$ cat src/rtl/x_common_pkg.sv
// Shared helpers for the x_* blocks.
// safe_w gives a counter width that never collapses to zero bits.
package x_common_pkg;

    function automatic int safe_w(input int n);
        return (n > 1) ? $clog2(n) : 1;
    endfunction

endpackage

$ cat src/rtl/x_word_buf2.sv
// Two-entry ordered word buffer (head/tail) with synchronous flush.
// Latency: a pushed word is visible at head one cycle after the push edge when empty.
// Backpressure: caller must not push when full; push and pop in one cycle keep occupancy.
module x_word_buf2 #(
    parameter int W = 32
) (
    input  logic         clk,
    input  logic         rstn,
    input  logic         push,
    input  logic [W-1:0] push_dat,
    input  logic         pop,
    input  logic         flush,
    output logic [1:0]   occ,
    output logic [W-1:0] head
);

    logic [W-1:0] tail;

    always_ff @(posedge clk or negedge rstn) begin
        if (!rstn) begin
            occ  <= 2'd0;
            head <= '0;
            tail <= '0;
        end else if (flush) begin
            occ <= 2'd0;
        end else begin
            case ({push, pop})
                2'b10: begin
                    if (occ == 2'd0) head <= push_dat;
                    else             tail <= push_dat;
                    occ <= occ + 2'd1;
                end
                2'b01: begin
                    head <= tail;
                    occ  <= occ - 2'd1;
                end
                2'b11: begin
                    // New word lands behind whatever survives the retirement.
                    if (occ == 2'd2) begin
                        head <= tail;
                        tail <= push_dat;
                    end else begin
                        head <= push_dat;
                    end
                end
                default: ;
            endcase
        end
    end

endmodule

$ cat src/rtl/x_rd_unpack.sv
// Unpacks FIFO words of RATIO slices into a valid/ready stream, slice 0 (LSBs) first.
// Latency: 1 cycle from FIFO pop to first slice valid; one slice per cycle sustained.
// Backpressure: o_ready low holds slice and counter; FIFO reads stop when both buffer entries are full.
module x_rd_unpack
    import x_common_pkg::*;
#(
    parameter int DW_OUT = 8,
    parameter int RATIO  = 4
) (
    input  logic                     clk,
    input  logic                     rstn,
    input  logic                     fifo_empty_n,
    input  logic [DW_OUT*RATIO-1:0]  fifo_dout,
    output logic                     fifo_re,
    input  logic                     flush,
    output logic                     o_valid,
    input  logic                     o_ready,
    output logic [DW_OUT-1:0]        o_data,
    output logic                     o_last
);

    localparam int DW_IN = DW_OUT * RATIO;
    localparam int CW    = safe_w(RATIO);
    localparam logic [CW-1:0] LAST_IDX = CW'(RATIO - 1);

    logic [1:0]                    occ;
    logic [DW_IN-1:0]              head;
    logic [RATIO-1:0][DW_OUT-1:0]  slices;
    logic [CW-1:0]                 cnt;
    logic                          xfer;
    logic                          retire;

    // Read decision depends only on local state, never on o_ready.
    assign fifo_re = rstn & fifo_empty_n & ~occ[1] & ~flush;

    assign xfer    = o_valid & o_ready;
    assign retire  = xfer & o_last;

    x_word_buf2 #(
        .W (DW_IN)
    ) u_buf (
        .clk      (clk),
        .rstn     (rstn),
        .push     (fifo_re),
        .push_dat (fifo_dout),
        .pop      (retire),
        .flush    (flush),
        .occ      (occ),
        .head     (head)
    );

    always_ff @(posedge clk or negedge rstn) begin
        if (!rstn)                cnt <= '0;
        else if (flush || retire) cnt <= '0;
        else if (xfer)            cnt <= cnt + 1'b1;
    end

    assign slices  = head;
    assign o_valid = (occ != 2'd0);
    assign o_data  = slices[cnt];
    assign o_last  = (cnt == LAST_IDX);

endmodule

$ cat config.mk
export PLATFORM = sky130hd
export DESIGN_NAME = x_rd_unpack
export DESIGN_NICKNAME = d
export VERILOG_FILES = /design/src/rtl/x_common_pkg.sv /design/src/rtl/x_word_buf2.sv /design/src/rtl/x_rd_unpack.sv
export SDC_FILE = /design/constraint.sdc
export NUM_CORES = 1
export LEC_CHECK = 0
export CAP_MARGIN = 20
export CORE_MARGIN = 2
export CORE_UTILIZATION = 45
export DETAILED_ROUTE_END_ITERATION = 8
export PLACE_DENSITY = 0.74
export SYNTH_ARGS = -nofsm -noshare
export SYNTH_HDL_FRONTEND = slang
export SYNTH_HIERARCHICAL = 1
export SYNTH_SLANG_ARGS = --single-unit
$ cat constraint.sdc
create_clock -name clk -period 3.48 [get_ports clk]
set_input_delay 0.696 -clock clk [delete_from_list [all_inputs] [get_ports clk]]
set_output_delay 0.696 -clock clk [all_outputs]
set_load 0.05 [all_outputs]
# Word-level counts from Yosys, hierarchy flattened
# Cells that the tools add are included.
[totals] regBits=68 in_bits=37 word_cells=44 output_inout_bits=11
[op_classes] mux=12 reduce_logical=9 order_cmp=1 bitwise=7 addsub=3 eq_ne=8
[ops] op="32-bit 2-to-1 mux" n=4
[ops] op="32-bit one-hot mux with 3 select lines" n=1
[ops] op="32-bit one-hot mux with 2 select lines" n=1
[ops] op="8-bit binary-select mux with 2-bit select" n=1
[ops] op="2-bit equality test (second input constant)" n=4
[ops] op="8-bit 2-to-1 mux" n=1
[ops] op="2-bit 2-to-1 mux" n=3
[ops] op="2-bit nonzero test" n=3
[ops] op="3-bit nonzero test" n=2
[ops] op="1-bit AND" n=5
[ops] op="2-bit by 1-bit adder with 2-bit output (second input constant)" n=2
[ops] op="2-bit by 1-bit != test with 1-bit output (second input constant)" n=2
[ops] op="2-bit one-hot mux with 2 select lines" n=1
[ops] op="4-bit AND reduction" n=1
[ops] op="2-bit by 3-bit less-than comparator with 1-bit output (second input constant)" n=1
[ops] op="3-bit AND reduction" n=1
[ops] op="2-bit by 1-bit equality test with 1-bit output (second input constant)" n=1
[ops] op="2-bit zero test" n=1
[ops] op="2-bit != test (second input constant)" n=1
[ops] op="1-bit NOT" n=2
[ops] op="2-bit by 1-bit subtractor with 2-bit output (second input constant)" n=1
[ops] op="1-bit logical OR" n=1

# Depth between registers and ports, before layout
[depth] word_depth=6 ltp_mapped=8 ltp_nobuf=6

# Hierarchy
# The synthesis kept the hierarchy.
[by_module_without_submodules] module="x_word_buf2" seq_area_each_um2=1651.6 instances=1 area_per_inst_um2=2849.0 cells_each=222
[by_module_without_submodules] module="x_rd_unpack" seq_area_each_um2=50.0 instances=1 area_per_inst_um2=337.8 cells_each=24

# Least setup slack after synthesis
# No wires, ideal clock.
[synth_path] path_kind="input port to flip-flop" startpoint="input port flush" endpoint="register u_buf.tail[1]" arrival_ps=2947 t_required_ps=3355 cell_stages=6 path_slack_ps=407 setup_ps=125 n_path_buf=1 path_cell_list="nor3_1 -> inv_1 -> nor2_1 -> o21ai_2 -> buf_6 -> mux2_4"
[synth_via] elab_chain_cells=5 word_cells_on_any_way=9 classes_between="4 x eq/ne; 1 x mux; 2 x bitwise; 2 x reduce/logical"
[synth_lines] element="from (decl)" line="x_rd_unpack.sv:15" rtl="input logic flush,"
[synth_lines] element="1-bit NOT (no source line) *"
[synth_lines] element="1-bit AND" line="x_rd_unpack.sv:34" rtl="assign fifo_re = rstn & fifo_empty_n & ~occ[1] & ~flush;"
[synth_lines] element="2-bit equality test" line="x_word_buf2.sv:27" rtl="case ({push, pop})"
[synth_lines] element="2-bit by 1-bit != test with 1-bit output (no source line), or another cell as far along"
[synth_lines] element="4-bit AND reduction (no source line)"
[synth_lines] element="to (signal assigned)" line="x_word_buf2.sv:30" rtl="else tail <= push_dat;"
[synth_lines] element="to (signal assigned)" line="x_word_buf2.sv:41" rtl="tail <= push_dat;"
[synth_lines] element="to (decl)" line="x_word_buf2.sv:17" rtl="logic [W-1:0] tail;"
# Mark *: on every way between the ends. The rest lies on a longest branch, timed or not.
# A chain may end at the register's enable or synchronous reset.

# Worst setup path in the final report
[layout_path] startpoint="register cnt[0]" endpoint="output port o_data[1]"
[layout_via] elab_chain_cells=2
[layout_lines] element="from (decl)" line="x_rd_unpack.sv:29" rtl="logic [CW-1:0] cnt;"
[layout_lines] element="from (signal assigned)" line="x_rd_unpack.sv:55" rtl="else if (xfer) cnt <= cnt + 1'b1;"
[layout_lines] element="8-bit binary-select mux with 2-bit select" line="x_rd_unpack.sv:60" rtl="assign o_data = slices[cnt];"
[layout_lines] element="8-bit 2-to-1 mux (implied by the code)" line="x_rd_unpack.sv:60"
[layout_lines] element="to (decl)" line="x_rd_unpack.sv:18" rtl="output logic [DW_OUT-1:0] o_data,"
# Every way passes these cells. The select of a mux whose other input is x is not followed.

==> impl_metrics.json <==
{
  "power_density_nw_per_um2": 519.9,
  "worstSetupEndpointType": "primary output",
  "clk_pin_slew_ns": 0.07,
  "gp_congestion": 0.7940,
  "die_h_um": 88.16,
  "die-area_um2": 7771,
  "crit_required_ns": 2.78,
  "cts_buffers": 9,
  "antenna_found_initial": 0,
  "syn-cell-area_um2": 3187,
  "synth_edf_count": 0,
  "nFillCells": 566,
  "clk_latency_ns": 0.34,
  "multi_input_area_um2": 1356,
  "hold_class": "reg2reg",
  "hold_viol_final": 0,
  "yosysMostFrequentCell": "dfrtp_1",
  "seq_area_frac_synth_pct": 53.40,
  "viasPerCell": 5.116,
  "wl_per_cell_um": 15.00,
  "ys_async_sr_fraction_pct": 100.0,
  "grt_pass1_wl_um": 9984,
  "leakage_nw": 1.698,
  "root_buffer": "clkbuf_8",
  "cts_tree": "yes",
  "vdd_ir_drop_max_uv": 258.6,
  "max_cap_violations": 0,
  "synth_area_leader_cell": "dfrtp_1",
  "synth_seq_cells": 68,
  "drtIter0Drc": 120,
  "period_needed_ns": 3.051,
  "ff2ff_setup_slack_ns": 1.01,
  "drc": 0,
  "dr_total_vias": 2021,
  "post-route-period-util_pct": 87.67,
  "fmax_mhz": 327.8,
  "syn_nets": 284,
  "start_util_pct": 46.65,
  "die_w_um": 88.16,
  "cts.sink_count": 68,
  "nets": 334,
  "tightestPinTransition_ns": 0.8278,
  "grt_pass1_vias": 2017,
  "synth_top_cell_area_share_pct": 53.40,
  "htree_levels": 3,
  "detail-route-antenna-nets": 0,
  "hpwl_um": 4121,
  "io_buffers": 47,
  "rows": 30,
  "outcome": "completed",
  "drt-total-wl_um": 5925,
  "dr.pass1.iters": 4,
  "crit_type": "reg2out",
  "drive_gt1_share_pct": 23.41,
  "clock_path_buffers": 2,
  "finalSetupViolCount": 0,
  "synth_common_cells": "dfrtp_1, mux2i_1, nand2_1, mux2_2, o21ai_1",
  "core_area_um2": 6832,
  "ctsHoldBuffers": 0,
  "grt_usage_pct": 17.28,
  "seq_area_um2": 1702,
  "syn_inst": 246,
  "area_growth_pct": 22.77,
  "synth_area_per_cell_um2": 12.95,
  "worstPathArrival_ns": 2.35,
  "worstPathMaxFanout": 11,
  "hold_slack_ns": 0.4861,
  "n_antenna_cell": 0,
  "synth_cell_type_count": 30,
  "setup-tns-final_ns": 0,
  "rsz0062_at_grt": "no",
  "ios": 48,
  "critPathLaunchType": "flop",
  "synth_top_flop_cell": "dfrtp_1",
  "slew_violations": 0,
  "fin_worst_skew_ns": 0.006021,
  "cts-resized-gates": 0,
  "grt_max_degree": 69,
  "slew_headroom_pct": 44.81,
  "yosysWarnings": 6,
  "synth_area_leaders": "dfrtp_1, mux2_2, mux2i_1",
  "postCtsSetupRepairBufs": 0,
  "grt_overflow": 0
}
[critical path, cell delays in order (launching register included)]
cell and delay, ns:
dfrtp_1 0.71, mux4_2 0.59, clkdlybuf4s50_1 0.72
[path summary, 6_finish.rpt]
check | from | end | depth (start not counted)
max | cnt[0]$_DFFE_PN0P_ | o_data[1] | 2
min | u_buf/head[24]$_DFFE_PN0P_ | u_buf/head[24]$_DFFE_PN0P_ | 2
max reg2reg | cnt[0]$_DFFE_PN0P_ | u_buf/tail[16]$_DFFE_PN0P_ | 6
min reg2reg | u_buf/head[24]$_DFFE_PN0P_ | u_buf/head[24]$_DFFE_PN0P_ | 2
max in group asynchronous | rstn | u_buf/tail[20]$_DFFE_PN0P_ | 2
min in group asynchronous | rstn | u_buf/head[10]$_DFFE_PN0P_ | 2
[per-layer routing]
metal,track usage (%),vias to the layer above,part of all wire [%]
li1,-,971,-
met1,24.09,999,48
met2,26.45,43,48
met3,3.582,8,3.3
met4,7.438,0,1.3
met5,0,-,0
[through the flow]
stage          area [um2]  util, %  power [mW]  setup WS, ns  std cells
2_1_floorplan        3187        -       1.258        0.4074        246
3_3_place_gp         3722    54.49       1.406        0.7338        381
3_5_place_dp         3722    54.49       1.420        0.6709        381
4_1_cts              3913    57.27       2.051        0.3676        395
5_1_grt              3913    57.27       2.133        0.2894        395
6_report             3913    57.27       2.034        0.4292        395
[power breakdown]
part	switching, mW	internal [mW]
logic	0.192	0.198
clock network	0.272	0.361
registers	0.0802	0.931
total	0.544	1.49
[flip-flops by register name, summed over array words and instances, names as in the netlist]
name        flops
cnt             2
u_buf/tail     32
u_buf/occ       2
u_buf/head     32
[cell type report]
type                            instances  share of cell area [%]
Timing Repair Buffer                   54                   13.82
Multi-Input combinational cell        162                   34.67
Clock buffer                           12                   3.965
Clock inverter                          2                  0.8954
Tap cell                               96                   3.070
Inverter                                1                 0.09594
Sequential cell                        68                   43.49
[cells by family after synthesis]
family	count (synthesis)	synth area share, %
adder cells (fa/ha/maj)	1	0.3926
AO/OA/AOI/OAI	37	6.282
AND/OR/NAND/NOR	47	6.871
XOR/XNOR	3	0.8247
flip-flops	68	53.40
buffers and inverters	16	4.318
multiplexers	74	27.92
[cells in the final DEF (no fill, tap or decap)]
cell type and n:
ha_1 1, nor3_1 2, mux2_4 2, or2_2 1, o21ai_2 1, a21oi_1 1, nand2_1 33, and2_1 1
xor2_1 1, bufinv_16 1, nor2b_2 2, clkbuf_1 1, o21ai_0 2, mux2_2 31, nor2b_4 1, clkinv_2 1
buf_12 2, or3b_1 1, o21bai_4 1, clkdlybuf4s50_1 45, nor2_1 3, nand2b_1 1, inv_1 1, dfrtp_1 68
mux2i_1 33, buf_4 6, o21ai_1 30, o21a_1 1, nor3b_1 2, xnor2_1 2, mux4_2 8, o21a_2 1
clkbuf_8 11, buf_2 1
No activity file was read; power rests on OpenSTA's default activity.
